## src/rtl/demux4_router.sv

```systemverilog
// -----------------------------------------------------------------------------
// demux4_router
//
// Purpose:
//   Steers a single valid/ready input stream to one of four destinations
//   (a, b, c, d) selected by a 2-bit code. This is the reverse counterpart of
//   the CPU's 4-way select mux. Each destination owns a one-entry register
//   buffer, so every output is registered and each consumer applies its own
//   back-pressure without stalling the other destinations.
//
// Configuration macro:
//   DEMUX4_STATS_EN - when defined, adds one accepted-transfer counter per
//                     destination (cnt_a..cnt_d, CNT_WIDTH bits, wrapping).
//                     When undefined, the counter ports and logic are absent.
//
// Parameters:
//   SIZE      - payload width in bits for the input and every output
//   CNT_WIDTH - width of each per-destination transfer counter
//
// Ports:
//   clk                      - single clock, all state changes on rising edge
//   rst                      - synchronous, active-high reset
//   in_data   [SIZE-1:0]     - payload to route
//   in_sel    [1:0]          - destination: 0=a, 1=b, 2=c, 3=d
//   in_valid                 - producer presents a payload
//   in_ready                 - router accepts the payload this cycle
//   out_k_data [SIZE-1:0]    - buffered payload for destination k
//   out_k_valid              - buffer k holds a payload
//   out_k_ready              - consumer k takes the payload this cycle
//   cnt_k [CNT_WIDTH-1:0]    - accepted-transfer count for k (stats build only)
// -----------------------------------------------------------------------------
module demux4_router #(
    parameter int SIZE      = 32,
    parameter int CNT_WIDTH = 16
) (
    input  logic                 clk,
    input  logic                 rst,

    input  logic [SIZE-1:0]      in_data,
    input  logic [1:0]           in_sel,
    input  logic                 in_valid,
    output logic                 in_ready,

    output logic [SIZE-1:0]      out_a_data,
    output logic                 out_a_valid,
    output logic [SIZE-1:0]      out_b_data,
    output logic                 out_b_valid,
    output logic [SIZE-1:0]      out_c_data,
    output logic                 out_c_valid,
    output logic [SIZE-1:0]      out_d_data,
    output logic                 out_d_valid,

`ifdef DEMUX4_STATS_EN
    output logic [CNT_WIDTH-1:0] cnt_a,
    output logic [CNT_WIDTH-1:0] cnt_b,
    output logic [CNT_WIDTH-1:0] cnt_c,
    output logic [CNT_WIDTH-1:0] cnt_d,
`endif

    input  logic                 out_a_ready,
    input  logic                 out_b_ready,
    input  logic                 out_c_ready,
    input  logic                 out_d_ready
);

    // Elaboration-time sanity checks on the configuration.
    if (SIZE < 1) begin : g_bad_size
        $error("demux4_router: SIZE must be at least 1");
    end
    if (CNT_WIDTH < 1) begin : g_bad_cnt_width
        $error("demux4_router: CNT_WIDTH must be at least 1");
    end

    // Per-destination state, indexed 0=a, 1=b, 2=c, 3=d.
    logic [3:0]      buf_valid;
    logic [SIZE-1:0] buf_data [4];

    logic [3:0] out_ready_vec;
    logic [3:0] sel_dec;
    logic [3:0] buf_free;
    logic [3:0] load;
    logic [3:0] drain;
    logic       accept;

    assign out_ready_vec = {out_d_ready, out_c_ready, out_b_ready, out_a_ready};

    // One-hot decode of the destination; every encoding is legal.
    always_comb begin
        sel_dec = 4'b0000;
        case (in_sel)
            2'd0:    sel_dec = 4'b0001;
            2'd1:    sel_dec = 4'b0010;
            2'd2:    sel_dec = 4'b0100;
            default: sel_dec = 4'b1000;
        endcase
    end

    // A buffer can take a new word if it is empty or is being drained on this
    // same edge. Folding the drain into "free" is what allows one transfer
    // per cycle into a single destination.
    assign buf_free = ~buf_valid | out_ready_vec;

    // in_ready deliberately ignores in_valid so the producer can rely on it
    // without a combinational loop through its own valid.
    assign in_ready = !rst && buf_free[in_sel];
    assign accept   = in_valid && in_ready;

    assign load  = accept ? sel_dec : 4'b0000;
    assign drain = buf_valid & out_ready_vec;

    // Buffer registers. A load wins over a drain on the same destination, so
    // valid stays set and the data is replaced. Data is left untouched by a
    // drain and only changes on a load or reset.
    always_ff @(posedge clk) begin
        if (rst) begin
            buf_valid <= 4'b0000;
            for (int k = 0; k < 4; k++) begin
                buf_data[k] <= '0;
            end
        end else begin
            for (int k = 0; k < 4; k++) begin
                if (load[k]) begin
                    buf_valid[k] <= 1'b1;
                    buf_data[k]  <= in_data;
                end else if (drain[k]) begin
                    buf_valid[k] <= 1'b0;
                end
            end
        end
    end

    assign out_a_data  = buf_data[0];
    assign out_b_data  = buf_data[1];
    assign out_c_data  = buf_data[2];
    assign out_d_data  = buf_data[3];
    assign out_a_valid = buf_valid[0];
    assign out_b_valid = buf_valid[1];
    assign out_c_valid = buf_valid[2];
    assign out_d_valid = buf_valid[3];

`ifdef DEMUX4_STATS_EN
    logic [CNT_WIDTH-1:0] cnt_q [4];

    // Counters follow accepts only; drains do not touch them and they wrap
    // naturally at 2^CNT_WIDTH.
    always_ff @(posedge clk) begin
        if (rst) begin
            for (int k = 0; k < 4; k++) begin
                cnt_q[k] <= '0;
            end
        end else begin
            for (int k = 0; k < 4; k++) begin
                if (load[k]) begin
                    cnt_q[k] <= cnt_q[k] + 1'b1;
                end
            end
        end
    end

    assign cnt_a = cnt_q[0];
    assign cnt_b = cnt_q[1];
    assign cnt_c = cnt_q[2];
    assign cnt_d = cnt_q[3];
`endif

endmodule

```

## config.mk

```make
export PLATFORM = sky130hd
export DESIGN_NAME = demux4_router
export DESIGN_NICKNAME = d
export VERILOG_FILES = /design/src/rtl/demux4_router.sv
export SDC_FILE = /design/constraint.sdc
export NUM_CORES = 1
export LEC_CHECK = 0
export ABC_AREA = 1
export BUFFER_PORTS_ARGS = -buffer_cell sky130_fd_sc_hd__buf_4
export CAP_MARGIN = 20
export CORE_MARGIN = 1.5
export CORE_UTILIZATION = 49
export CTS_CLUSTER_SIZE = 30
export DETAILED_ROUTE_END_ITERATION = 8
export PLACE_DENSITY = 0.8
export SLEW_MARGIN = 20
export SYNTH_ARGS = -nofsm -noshare
export SYNTH_HDL_FRONTEND = slang
export SYNTH_SLANG_ARGS = --single-unit
```

## constraint.sdc

```tcl
create_clock -name clk -period 3.6 [get_ports clk]
set_clock_uncertainty 0.1 [all_clocks]
set_input_delay 0.9 -clock clk [delete_from_list [all_inputs] [get_ports clk]]
set_output_delay 0.9 -clock clk [all_outputs]
set_load 0.01 [all_outputs]
```

# After elaboration in Yosys (flattened, before gate mapping)
# Memories as Yosys holds them, arrays and structs flattened.
# Index checks and enable logic that the tools add are counted.
# totals
register_bits	4
mem_bits_rw	128
inputBits	41
out_inout_bits	133
word_cells	53
mem_count	1
# op_classes
magnitude_cmp	1
n_eq_ne	2
muxes	30
bitwise_logic	7
reduce_logical	8
# memory_table
name	depth	word_bits	rd	rd_clocked_by_memory_dff	wr	line_no	source
buf_data	4	32	4	0	4	76	logic [SIZE-1:0] buf_data [4];
# op_table
op	count
two-way mux 32 bit	4
two-way mux 1 bit	23
one-hot mux 4 bit (3 select lines)	1
nonzero test 2 bit	4
AND 4 bit	1
two-way mux 4 bit	1
inverter 4 bit	1
bitwise OR 1 bit	4
bitwise OR 4 bit	1
less-than comparator 2 x 3 -> 1 bit (second input constant)	1
binary-select mux 1 bit (select 2 bit)	1
== test 2 x 1 -> 1 bit (second input constant)	1
== test 2 bit (second input constant)	1
logical AND 1 bit	2
zero test 2 bit	1
zero test 1 bit	1

# Logic depth before layout (Yosys ltp)
# logic_depth
depth_word	11
ltp_mapped	8
depth_no_buf	7

# Least setup slack after synthesis
# Ideal clock, no wire load.
# synth_timing
path_kind	input to register
from	input out_d_ready
to	memory buf_data[3][0], enable pin
setup_time_ns	0.389
arrival_ns	2.330
required_ns	3.111
setup_slack_ns	0.780
path_stages	7
n_path_buf	1
cell_sequence	inv_1 -> nand2_1 -> nor2_2 -> nor2_4 -> nand4_4 -> buf_6 -> nand2_1
# synth_rtl
item	line_no	source
from (decl)	63	input logic out_d_ready
to (decl)	76	

# Final worst setup path
# layout_timing
from	input rst
to	output in_ready
# layout_via
elab_chain_len	2
# layout_lines
item	line_no	source
from (decl)	37	input logic rst,
zero test 1 bit	105	assign in_ready = !rst && buf_free[in_sel];
logical AND 1 bit	105	
to (decl)	42	output logic in_ready,
# No other way between the ends.

==> metrics.cfg <==
[outcome]
outcome = complete, no violations

[logic_synthesis]
syn_area_um2 = 4940
seq_area_frac_synth = 0.795
synth_simple_gate_area_share = 0.141
synth_warnings = 0
ys_ff_latch = 132
yosys.area.top_type = edfxtp_1
synth_area_per_cell_um2 = 14.4
ys_types = 14
synth_fa_ha_area_frac = 0
syn-num-nets = 384
syn-instance-count = 343
synth.top_cell.area_share = 0.779
synth_top_family_by_area = simple AND/OR/NAND/NOR gates
synth.area.top_cells = edfxtp_1 (78%), nor2_1 (9.6%), inv_1 (3.3%)
yosys.area_share.xor_xnor = 0
synth-compound-area-share = 0.00405
muxShareOfSynthArea = 0

[clock_network]
cts_hold_buf = 0
h-tree-depth = 4
clkTransAtPathRegs_ns = 0.06
cts_made_buffers = 17
postCtsResizedCells = 0
clock_latency_ns = 0.50
max-clock-path-buffers = 2
clock_sinks = 132
clock_tree.root_cell = clkbuf_8
cts_tree = done
cts_setup_buffers = 0

[timing]
min_period_over_period = 0.751
min_period_ns = 2.70
fmax_ghz = 0.370
tightest_slew_ns = 0.501
whs_ns = 0.415
setup-violations-final = 0
final_hold_viol_count = 0
fin_setup_tns_ns = 0
slew_viol_final = 0
rsz0062_at_grt = false
slew_headroom = 0.665

[drt]
via_per_inst = 4.81
wl_per_cell_um = 16.3
ant_nets = 0
drt_iter0_drc = 181
drc_errors = 0
num_vias = 3272
drt_first_pass_iters = 4
wl_um = 11100

[floorplan]
io_pins = 174
start_util = 0.505
dieArea_um2 = 10700
die_w_um = 103
floorplan.rows = 36
fp.dieH_um = 103
core_area_um2 = 9770

[finish]
antenna_cells = 0
fin_nets = 575
fin_area_um2 = 6920
syn2layout_area_growth_pct = 40.1
fill_cells = 640
layout-drive-gt1-share = 0.420

[setup_path]
cp_common_cell = buf_4
cp_top_family = buffers and inverters
start_kind = input port
rrSetupSlack_ns = 1.52
critPathKind = in -> out
path_cells = buf_4, inv_1, nand2_2, nor4_1, buf_4
crit_required_ns = 2.60
crit_buf_inv = 3
arrival_ns = 1.70
crit_path_max_incr_delay_ns = 0.22
critPathMaxFanout = 5
end_kind = output pin
cpMaxStageDelayCell = nor4_1

[power_and_ir_drop]
peakVddDrop_v = 0.000300
powerDensity_nw_per_um2 = 531
p_leak_nw = 3.19

[grt]
grt_util_met3 = 0.0645
grt_use_met1 = 0.243
busiest_layer = met2
grt_use_met2 = 0.376
grt_pass1_vias = 3277
gr-total-overflow = 0
globalRouteTotalUtil = 0.212
antenna_found_initial = 0
grt_max_degree = 35
grt_pass1_wl_um = 16300

[worst_hold_path]
hold_path_class = reg -> reg

[run]
maxCapViolCount = 0

[placement]
place_area_um2 = 6350
place.port_buffers = 173
place_hpwl_um = 7770
gp_congestion = 0.781

## placed cells by master, fill, tap and decap left out, drive strengths merged
master    Yosys  final
buf          12    184
nor2        135    135
edfxtp      128    128
inv          43     47
clkbuf        0     17
nand2        12     12
clkinv        0      6
nand4         4      4
a21oi         4      4
dfxtp         4      4
clkinvlp      0      3
bufinv        0      2
nor4          1      1
## path summary, 6_finish.rpt
| path | end | depth (start not counted) | start |
|---|---|---|---|
| hold reg to reg | buf_valid[1] | 2 | buf_valid[1] |
| setup reg to reg | buf_data[0][17] | 6 | buf_valid[3] |
| setup / recovery | in_ready | 5 | rst |
| hold / removal | buf_valid[1] | 2 | buf_valid[1] |
## synth_stat cells, drive strengths merged
master / n
nor2: 135
edfxtp: 128
inv: 43
buf: 12
nand2: 12
a21oi: 4
dfxtp: 4
nand4: 4
nor4: 1
## logic make-up (layout without fill, tap and decap cells)
group / Yosys count / count (layout)
flip-flops: 132 / 132
AO/OA/AOI/OAI: 4 / 4
AND/OR/NAND/NOR: 152 / 152
buffers and inverters: 55 / 259
## stage by stage
stage,cells,util,setup WS [ns],power [mW]
final,680,0.708,0.896,3.67
after global routing,680,0.708,0.820,3.78
after CTS,680,0.708,0.874,3.70
after detailed placement,648,0.650,0.756,2.08
after global placement,648,0.650,0.832,2.07
after floorplan,343,-,0.780,1.91
## per-layer routing
metal  part of all wire  vias up
li1                   -     1519
met1               0.38     1586
met2               0.54      153
met3              0.073       14
met4              0.011        0
met5                  0        -
## area by class of cell
type / instances / area, um^2 / share of cell area
Sequential cell: 132 / 3920 / 0.567
Timing Repair Buffer: 184 / 1380 / 0.200
Multi-Input combinational cell: 156 / 717 / 0.104
Clock buffer: 17 / 414 / 0.0599
Tap cell: 133 / 166 / 0.0241
Inverter: 43 / 161 / 0.0233
Clock inverter: 15 / 155 / 0.0224
## worst register-to-register path, cell delays in order (launching register included)
cell and delay [ns]:
dfxtp_1 0.31, nand2_1 0.09, nor2_2 0.06, nor2_4 0.24, nand4_4 0.45, nand2_1 0.22
buf_4 0.28
## report_power, final
group	switching, mW	total, mW	internal (mW)
Sequential	0.0211	1.77	1.75
Clock	0.639	1.63	0.989
Combinational	0.155	0.274	0.120
## flip-flops by register name (all words and copies together) (netlist names)
signal     flops
buf_data     128
buf_valid      4
Power figures use the tool's default switching activity.
